--- config.mk ---
export PLATFORM = sky130hd
export DESIGN_NAME = clk_period_meter_flat
export DESIGN_NICKNAME = d
export VERILOG_FILES = /design/src/rtl/clk_period_meter_pkg.sv /design/src/rtl/clk_period_meter_if.sv /design/src/rtl/clk_period_meter_sync.sv /design/src/rtl/clk_period_meter.sv /design/src/flat_wrapper.sv
export SDC_FILE = /design/constraint.sdc
export NUM_CORES = 1
export LEC_CHECK = 0
export ABC_CLOCK_PERIOD_IN_PS = 1700
export BUFFER_PORTS_ARGS = -buffer_cell sky130_fd_sc_hd__buf_2
export CAP_MARGIN = 20
export CORE_MARGIN = 3
export CORE_UTILIZATION = 51
export CTS_CLUSTER_SIZE = 28
export DETAILED_ROUTE_END_ITERATION = 12
export GPL_TIMING_DRIVEN = 1
export MAX_ROUTING_LAYER = met4
export PLACE_DENSITY_LB_ADDON = 0.25
export SYNTH_ARGS = -nofsm -noshare
export SYNTH_HDL_FRONTEND = slang
export SYNTH_HIERARCHICAL = 1
export SYNTH_SLANG_ARGS = --single-unit
--- constraint.sdc ---
create_clock -name i_ref_clk -period 1.7 [get_ports i_ref_clk]
set_input_delay 0.17 -clock i_ref_clk [delete_from_list [all_inputs] [get_ports i_ref_clk]]
set_output_delay 0.17 -clock i_ref_clk [all_outputs]
set_load 0.1 [all_outputs]
--- src/rtl/clk_period_meter_pkg.sv ---
// ----------------------------------------------------------------------------
// clk_meter_pkg
//   Shared definitions for the clock period meter:
//     - default widths / synchronizer depth
//     - measurement FSM state type
//     - small width helper used to size comparisons
// ----------------------------------------------------------------------------
package clk_meter_pkg;

  localparam int unsigned CNT_WIDTH_DEF   = 8;
  localparam int unsigned RATIO_WIDTH_DEF = 5;
  localparam int unsigned SYNC_STAGES_DEF = 2;

  typedef enum logic [1:0] {
    IDLE    = 2'd0,
    ARM     = 2'd1,
    MEASURE = 2'd2
  } meter_state_t;

  function automatic int unsigned max_width(input int unsigned a,
                                            input int unsigned b);
    return (a > b) ? a : b;
  endfunction

endpackage

--- src/rtl/clk_period_meter_if.sv ---
// ----------------------------------------------------------------------------
// clk_period_meter_if
//   Control and result bundle of the clock period meter.
//     i_meas_en    level enable for measurement
//     i_exp_ratio  expected division ratio
//     o_period     last measured period (reference clock cycles)
//     o_high       last measured high time (reference clock cycles)
//     o_valid      one-cycle pulse when results update
//     o_match      o_period equals i_exp_ratio (registered with o_valid)
//     o_timeout    sticky: no rising edge within counter range
//   Modports: master = controller side, slave = meter side.
// ----------------------------------------------------------------------------
interface clk_period_meter_if
  import clk_meter_pkg::*;
#(
  parameter int unsigned CNT_WIDTH   = CNT_WIDTH_DEF,
  parameter int unsigned RATIO_WIDTH = RATIO_WIDTH_DEF
) ();

  logic                   i_meas_en;
  logic [RATIO_WIDTH-1:0] i_exp_ratio;
  logic [CNT_WIDTH-1:0]   o_period;
  logic [CNT_WIDTH-1:0]   o_high;
  logic                   o_valid;
  logic                   o_match;
  logic                   o_timeout;

  modport master (
    output i_meas_en,
    output i_exp_ratio,
    input  o_period,
    input  o_high,
    input  o_valid,
    input  o_match,
    input  o_timeout
  );

  modport slave (
    input  i_meas_en,
    input  i_exp_ratio,
    output o_period,
    output o_high,
    output o_valid,
    output o_match,
    output o_timeout
  );

endinterface

--- src/rtl/clk_period_meter_sync.sv ---
// ----------------------------------------------------------------------------
// bit_sync
//   Multi-flop synchronizer for a single asynchronous bit.
//     i_clk  destination clock
//     i_rst  asynchronous active-high reset, clears all stages
//     i_d    asynchronous input
//     o_q    synchronized output (last stage)
// ----------------------------------------------------------------------------
module bit_sync
  import clk_meter_pkg::*;
#(
  parameter int unsigned SYNC_STAGES = SYNC_STAGES_DEF
) (
  input  logic i_clk,
  input  logic i_rst,
  input  logic i_d,
  output logic o_q
);

  logic [SYNC_STAGES-1:0] sync_q;

  always_ff @(posedge i_clk or posedge i_rst) begin
    if (i_rst) begin
      sync_q <= '0;
    end else begin
      sync_q <= {sync_q[SYNC_STAGES-2:0], i_d};
    end
  end

  assign o_q = sync_q[SYNC_STAGES-1];

endmodule

--- src/rtl/clk_period_meter.sv ---
// ----------------------------------------------------------------------------
// clk_period_meter
//   Measures period and high time of a divided clock in reference clock
//   cycles. The divided clock is treated as data: it is synchronized,
//   rising edges are detected, and a counter runs between consecutive rises.
//   Measurement is continuous while enabled; if no rise arrives before the
//   period counter saturates, a sticky timeout is raised and the meter
//   re-arms.
//     i_ref_clk  reference clock (only clock)
//     i_rst      asynchronous active-high reset
//     i_div_clk  divided clock under measurement (asynchronous)
//     mbus       control/result bundle (clk_period_meter_if.slave)
// ----------------------------------------------------------------------------
module clk_period_meter
  import clk_meter_pkg::*;
#(
  parameter int unsigned CNT_WIDTH   = CNT_WIDTH_DEF,
  parameter int unsigned RATIO_WIDTH = RATIO_WIDTH_DEF,
  parameter int unsigned SYNC_STAGES = SYNC_STAGES_DEF
) (
  input  logic                 i_ref_clk,
  input  logic                 i_rst,
  input  logic                 i_div_clk,
  clk_period_meter_if.slave    mbus
);

  localparam int unsigned CMP_WIDTH = max_width(CNT_WIDTH, RATIO_WIDTH);
  localparam logic [CNT_WIDTH-1:0] CNT_ONE = CNT_WIDTH'(1);

  meter_state_t           state;
  logic                   div_sync;
  logic                   div_prev;
  logic                   rise;
  logic [CNT_WIDTH-1:0]   cnt;
  logic [CNT_WIDTH-1:0]   hcnt;
  logic [CNT_WIDTH-1:0]   period_q;
  logic [CNT_WIDTH-1:0]   high_q;
  logic                   valid_q;
  logic                   match_q;
  logic                   timeout_q;
  logic [CMP_WIDTH-1:0]   cnt_ext;
  logic [CMP_WIDTH-1:0]   ratio_ext;
  logic                   cnt_eq_ratio;
  logic                   cnt_full;

  bit_sync #(
    .SYNC_STAGES(SYNC_STAGES)
  ) u_sync (
    .i_clk (i_ref_clk),
    .i_rst (i_rst),
    .i_d   (i_div_clk),
    .o_q   (div_sync)
  );

  // Edge-detect flop on the synchronized level.
  always_ff @(posedge i_ref_clk or posedge i_rst) begin
    if (i_rst) begin
      div_prev <= 1'b0;
    end else begin
      div_prev <= div_sync;
    end
  end

  assign rise = div_sync & ~div_prev;

  // Both operands are zero-extended to a common width so a ratio value that
  // does not fit in the counter can never match.
  assign cnt_ext      = CMP_WIDTH'(cnt);
  assign ratio_ext    = CMP_WIDTH'(mbus.i_exp_ratio);
  assign cnt_eq_ratio = (cnt_ext == ratio_ext);
  assign cnt_full     = &cnt;

  always_ff @(posedge i_ref_clk or posedge i_rst) begin
    if (i_rst) begin
      state     <= IDLE;
      cnt       <= '0;
      hcnt      <= '0;
      period_q  <= '0;
      high_q    <= '0;
      valid_q   <= 1'b0;
      match_q   <= 1'b0;
      timeout_q <= 1'b0;
    end else begin
      valid_q <= 1'b0;
      if (!mbus.i_meas_en) begin
        // Disable overrides everything, including a coincident rise;
        // published results are left untouched.
        state <= IDLE;
        cnt   <= '0;
        hcnt  <= '0;
      end else begin
        case (state)
          IDLE: begin
            cnt   <= '0;
            hcnt  <= '0;
            state <= ARM;
          end

          ARM: begin
            if (rise) begin
              cnt   <= CNT_ONE;
              hcnt  <= CNT_ONE;
              state <= MEASURE;
            end
          end

          MEASURE: begin
            if (rise) begin
              period_q  <= cnt;
              high_q    <= hcnt;
              match_q   <= cnt_eq_ratio;
              valid_q   <= 1'b1;
              timeout_q <= 1'b0;
              cnt       <= CNT_ONE;
              hcnt      <= CNT_ONE;
            end else if (cnt_full) begin
              timeout_q <= 1'b1;
              cnt       <= '0;
              hcnt      <= '0;
              state     <= ARM;
            end else begin
              cnt <= cnt + CNT_ONE;
              if (div_sync) begin
                hcnt <= hcnt + CNT_ONE;
              end
            end
          end

          default: begin
            state <= IDLE;
          end
        endcase
      end
    end
  end

  assign mbus.o_period  = period_q;
  assign mbus.o_high    = high_q;
  assign mbus.o_valid   = valid_q;
  assign mbus.o_match   = match_q;
  assign mbus.o_timeout = timeout_q;

endmodule

--- src/flat_wrapper.sv ---
// flat-port wrapper written by rule: the top's interface ports become plain ports
module clk_period_meter_flat import clk_meter_pkg::*;
#(
  parameter int unsigned CNT_WIDTH   = CNT_WIDTH_DEF,
  parameter int unsigned RATIO_WIDTH = RATIO_WIDTH_DEF,
  parameter int unsigned SYNC_STAGES = SYNC_STAGES_DEF
)
  (i_ref_clk, i_rst, i_div_clk, mbus_i_meas_en, mbus_i_exp_ratio, mbus_o_period, mbus_o_high, mbus_o_valid, mbus_o_match, mbus_o_timeout);
  clk_period_meter_if #(.CNT_WIDTH(CNT_WIDTH), .RATIO_WIDTH(RATIO_WIDTH)) mbus_i ();
  input  logic i_ref_clk;
  input  logic i_rst;
  input  logic i_div_clk;
  input wire logic [$bits(mbus_i.i_meas_en)-1:0] mbus_i_meas_en;
  input wire logic [$bits(mbus_i.i_exp_ratio)-1:0] mbus_i_exp_ratio;
  output wire logic [$bits(mbus_i.o_period)-1:0] mbus_o_period;
  output wire logic [$bits(mbus_i.o_high)-1:0] mbus_o_high;
  output wire logic [$bits(mbus_i.o_valid)-1:0] mbus_o_valid;
  output wire logic [$bits(mbus_i.o_match)-1:0] mbus_o_match;
  output wire logic [$bits(mbus_i.o_timeout)-1:0] mbus_o_timeout;
  assign mbus_i.i_meas_en = mbus_i_meas_en;
  assign mbus_i.i_exp_ratio = mbus_i_exp_ratio;
  assign mbus_o_period = mbus_i.o_period;
  assign mbus_o_high = mbus_i.o_high;
  assign mbus_o_valid = mbus_i.o_valid;
  assign mbus_o_match = mbus_i.o_match;
  assign mbus_o_timeout = mbus_i.o_timeout;
  clk_period_meter #(.CNT_WIDTH(CNT_WIDTH), .RATIO_WIDTH(RATIO_WIDTH), .SYNC_STAGES(SYNC_STAGES)) u_core (.i_ref_clk(i_ref_clk), .i_rst(i_rst), .i_div_clk(i_div_clk), .mbus(mbus_i));
endmodule
-- After elaboration in Yosys (flattened, before gate mapping)
Index checks and enable logic that the tools add are counted.
- mux-type cells: 20
- $lt $le $gt $ge: 0
- equal/unequal tests: 8
- bitwise logic cells: 2
- divide/modulo/power cells: 0
- shifts and indexed selects: 0
- reductions and logical operators: 8
- multipliers: 0
- $add $sub $neg: 2
- operators by type and width (cell ; number):
    $mux W8 ; 8
    $pmux W8 S3 ; 2
    $add A8 B1 Y8 const B ; 2
    $reduce_and A3 Y1 ; 4
    $eq A8 B5 Y1 ; 1
    $mux W2 ; 4
    $reduce_and A8 Y1 ; 1
    $ne A3 B2 Y1 const B ; 2
    $pmux W2 S3 ; 1
    $mux W1 ; 5
    $ne A5 B3 Y1 const B ; 1
    $ne A4 B1 Y1 const B ; 1
    $ne A3 B3 Y1 const B ; 1
    $eq A2 B1 Y1 const B ; 1
    $eq A2 B2 Y1 const B ; 1
    $logic_not A2 Y1 ; 1
    $reduce_and A2 Y1 ; 1
    $reduce_bool A2 Y1 ; 1
    $and A1 B1 Y1 ; 1
    $not A1 Y1 ; 1
- bits in read-only memories: 0
- latch bits: 0
- bits in registers: 40
- memories: 0
- input bits: 9
- memory bits (writable): 0
- output and inout bits: 19
- word-level logic and storage cells: 50

-- Logic depth before layout (Yosys ltp)
- depth in word-level cells: 6
- gate-level depth with buffers: 8
- depth with buffers taken out: 6

-- Cells and area by module
The synthesis kept the hierarchy.
- by module, submodules not included (module ; seq. area each (um^2) ; cells each ; instances ; area an instance (um^2)):
    clk_period_meter ; 950.9 ; 226 ; 1 ; 2067.0
    bit_sync ; 50.0 ; 3 ; 1 ; 53.8

-- Worst setup path before layout
Ideal clock, no wire load.
- path type: flip-flop to flip-flop
- start point: register u_core.state[0]
- end point: register u_core.hcnt[0]
- path buffers: 1
- slack: -0.136 ns
- arrival time: 1.709 ns
- stages on the path, launching flop included: 8
- path through: dfrtp_1 -> inv_1 -> ha_1 -> buf_4 -> nor4b_2 -> a31o_1 -> or2_4 -> mux2_1
- word-level cells in the longest chain between the ends: 3
- elaborated cells between the ends (all ways): 9
- those cells by class: eq/ne (5); mux (2); reduce/logical (2)
- RTL lines (item ; RTL line ; RTL):
    start: declaration ; clk_period_meter.sv:30 ; meter_state_t state;
    start signal: assignment ; clk_period_meter.sv:75 ; state <= IDLE;
    start signal: assignment ; clk_period_meter.sv:88 ; state <= IDLE;
    start signal: assignment ; clk_period_meter.sv:96 ; state <= ARM;
    $eq A2 B2 Y1, or another cell as far along ; clk_period_meter.sv:92 ; case (state)
    $ne A5 B3 Y1 (no line), or another cell as far along ; -- ;
    $reduce_and A3 Y1 (no line) or $mux W8 (tied branches) ; -- ;
    end signal: assignment ; clk_period_meter.sv:124 ; hcnt <= hcnt + CNT_ONE;
    end: declaration ; clk_period_meter.sv:35 ; logic [CNT_WIDTH-1:0] hcnt;
Parallel ways exist; a longest one is shown, timed or not.
A chain may end at the register's enable or synchronous reset.

-- Worst setup path in the final report
- start point: register u_core.state[1]
- end point: register u_core.hcnt[0]
The elaborated chain is that of the path after synthesis.

==> reports/metrics.yaml <==
failed_checks: "negative setup slack"
synth_ff_type: "dfrtp_1"
dieArea_um2: 4970
critical_path.cell_chain: "inv_2 -> ha_4 -> nor4b_4 -> a31o_1 -> or2_4 -> mux2_4"
reg2reg_slack_ns: -0.14
worst_setup_hold_path_clk_slew_ns: 0.08
maxCapViolations: 0
synth_area_leader_cell: "dfrtp_1"
cp.arrival_ns: 2.02
fin_tns_setup_ns: -0.631
clock-sinks: 40
worstSkewPairLatency_ns: 0.30
mappedNetlistNets: 244
synth-compound-area-share_pct: 13.3
syn_area_per_cell_um2: 9.26
cts-root-to-sink-buffers: 2
worst_clock_skew_ns: 0.00517
synth_top_family_by_area: "simple AND/OR/NAND/NOR gates"
critPathLaunchType: "flip-flop"
cts_buffers: 5
detailed_place_hpwl_um: 3680
design.core.area_um2: 3830
setup_slack_ns: -0.136
fmaxAchievable_ghz: 0.545
r2r_cells: 6
gp_congestion: 0.845
gr-max-usage-layer: "met2"
worst_max_slew_margin_expressed_relative_to_the_limit_pct: 67.8
cp_slowest_cell: "dfrtp_1"
drv_slew: 0
worst-path-buf-inv: 1
post_synth_xor_area_fraction_pct: 2.06
grt_overall_usage_pct: 24.1
endpoint_kind: "flip-flop"
path_class: "flip-flop to flip-flop"
fp.dieW_um: 70.5
dr_total_vias: 1966
yosys_top_cell_area_share_pct: 47.2
use_met2_pct: 37.8
portBuffers: 27
drtAntennaViolNets: 0
synth_commonest_cells: "nand2_1, dfrtp_1, nand3_1, o21ai_0, nor2_1"
critical_path.top_delay_family: "simple AND/OR/NAND/NOR gates"
p_per_area_nw_per_um2: 935
pin_count_of_the_biggest_net_entering_global_routing: 39
clock_tree_from_tritoncts: "yes"
syn-cell-area_um2: 2120
grt_pass1_vias: 1986
synth_simple_gate_area_share_pct: 27.7
share_of_flip_flops_with_an_asynchronous_set_or_reset_pct: 100
ys_warn_count: 6
leakage_nw: 1.44
fin_crit_sh_pct: 108
routed_via_density: 5.65
area_delta_synth_final_pct: 34.3
critical_path_cell_count: 6
met3_usage_pct: 4.60
fin_nets: 314
critPathRequiredTime_ns: 1.89
peakVddDrop_v: 0.000565
die_h_um: 70.5
drt_wl_total_um: 5360
layout_min_cycle_time_ns: 1.84
grt_overflow: 0
outcome: "complete, but fails checks"
synth.yosys.seq_area_share_pct: 47.2
ys_types: 52
drt_pass1_iterations: 5
synth_adder_area_share_pct: 3.54
postSynthCellCount: 229
final_layout_size_suffix_gt1_share_pct: 35.3
floorplan.initialDensity_pct: 55.4
maximum_fanout_along_the_worst_path: 5
rows: 22
most_common_cell_in_the_synthesized_netlist: "nand2_1"
setup_violations: 9
unrepaired_setup_endpoints_after_global_routing: "true"
place_worst_setup_slack_ns: -0.101
routedWlPerCell_um: 15.4
tightest_slew_ns: 0.482
critical-path-max-stage-delay_ns: 0.43
synth_area_leaders: "dfrtp_1, nand2_1, nand3_1"
drt_drc_violations_left: 0
synthMuxAreaShare_pct: 2.01
postLayoutCoreUtil_pct: 74.5
antenna_violations_before_repair: 0
global_route_wire_length_before_repair_um: 9250
min_delay_path_depth: 4
ios: 28
cts_htree_levels: 2
number_of_synthesized_flops_with_an_enable_pin: 0
postSynthRegisterBits: 40
groute.layer.met1.usage_pct: 30.9
hold_path_class: "input port to flip-flop"
drt-initial-drc-count: 150
clock_tree.root_cell: "clkbuf_8"
num_antenna_cells: 0
final-hold-violation-count: 0
[metrics by stage]
stage	instances	power, W	cell area (µm²)	hold WS [ns]
CTS	346	0.00262	2780	0.197
detailed placement	332	0.00178	2600	0.0305
global route	348	0.00279	2850	0.241
finish	348	0.00266	2850	0.195
global placement	332	0.00177	2600	0.0290
floorplan	229	0.00154	2190	-0.0888
[power by group]
part	internal, W	total [W]	switching (W)
Sequential	0.000992	0.00103	0.0000428
Combinational	0.000395	0.000852	0.000456
Clock	0.000434	0.000778	0.000344
Total	0.00182	0.00266	0.000843
[registers in the layout, summed over array words and instances (netlist names)]
signal / cells
u_core/u_sync/sync_q: 2
u_core/mbus.o_match: 1
u_core/mbus.o_valid: 1
u_core/div_prev: 1
u_core/mbus.o_period: 8
u_core/cnt: 8
u_core/mbus.o_timeout: 1
u_core/hcnt: 8
u_core/state: 2
u_core/mbus.o_high: 8
[worst reg2reg max path: stages, from the launching register on]
cell	delay (ns)
dfrtp_1	0.43
inv_2	0.10
ha_4	0.18
nor4b_4	0.31
a31o_1	0.22
or2_4	0.18
mux2_4	0.29
[final cells by class]
cell class	instances	area, µm²
Inverter	6	25.0
Tap cell	48	60.1
Timing Repair Buffer	73	493
Clock inverter	3	42.5
Sequential cell	40	1000
Fill cell	271	977
Multi-Input combinational cell	173	1160
Clock buffer	5	68.8
[cells in the final DEF (no fill, tap or decap), types with 3 or more instances in the layout]
cell      Yosys  routed
and2_1        3       3
nor2_1        9       8
nand4_1       3       3
xor2_1        4       4
and3_1        8       7
ha_4          0       4
nor4_1        3       3
nand3_1      16      15
clkbuf_8      0       5
nor3_1        3       3
buf_2         3      27
dfrtp_1      40      39
nand3b_1      3       3
inv_1         5       3
buf_4         4      42
nand2_1      62      61
o21ai_0      13      12
[worst paths after layout]
path	from	end
setup / recovery	u_core/state[1]$_DFFE_PP0P_	u_core/hcnt[0]$_DFFE_PP0P_
hold / removal	mbus_i_exp_ratio[0]	u_core/mbus.o_match$_DFFE_PP0P_
setup reg to reg	u_core/state[1]$_DFFE_PP0P_	u_core/hcnt[0]$_DFFE_PP0P_
hold reg to reg	u_core/u_sync/sync_q[0]$_DFF_PP0_	u_core/u_sync/sync_q[1]$_DFF_PP0_
max in group asynchronous	i_rst	u_core/state[0]$_DFFE_PP0P_
min in group asynchronous	i_rst	u_core/u_sync/sync_q[0]$_DFF_PP0_
[logic make-up after synthesis]
kind of cell | count (synthesis)
AO/OA/AOI/OAI | 38
buffers and inverters | 16
multiplexers | 4
XOR/XNOR | 5
adder cells (fa/ha/maj) | 6
AND/OR/NAND/NOR | 120
flip-flops | 40
[per-layer routing]
layer  share of wire [%]  routed length (µm)  vias to the layer above
met5                   0                   0                        -
met4                 1.4                  73                        0
met3                 5.7                 306                        8
met2                  48                2560                       78
met1                  45                2420                      937
li1                    -                   -                      943
[repair_timing]
item	in CTS	in global routing
setup endpoints to repair	11	16
pin swaps	2	2
hold buffers	2	0
buffers inserted	4	2
gates resized for setup	7	10
hold endpoints to repair	13	0
Power figures use the tool's default switching activity.
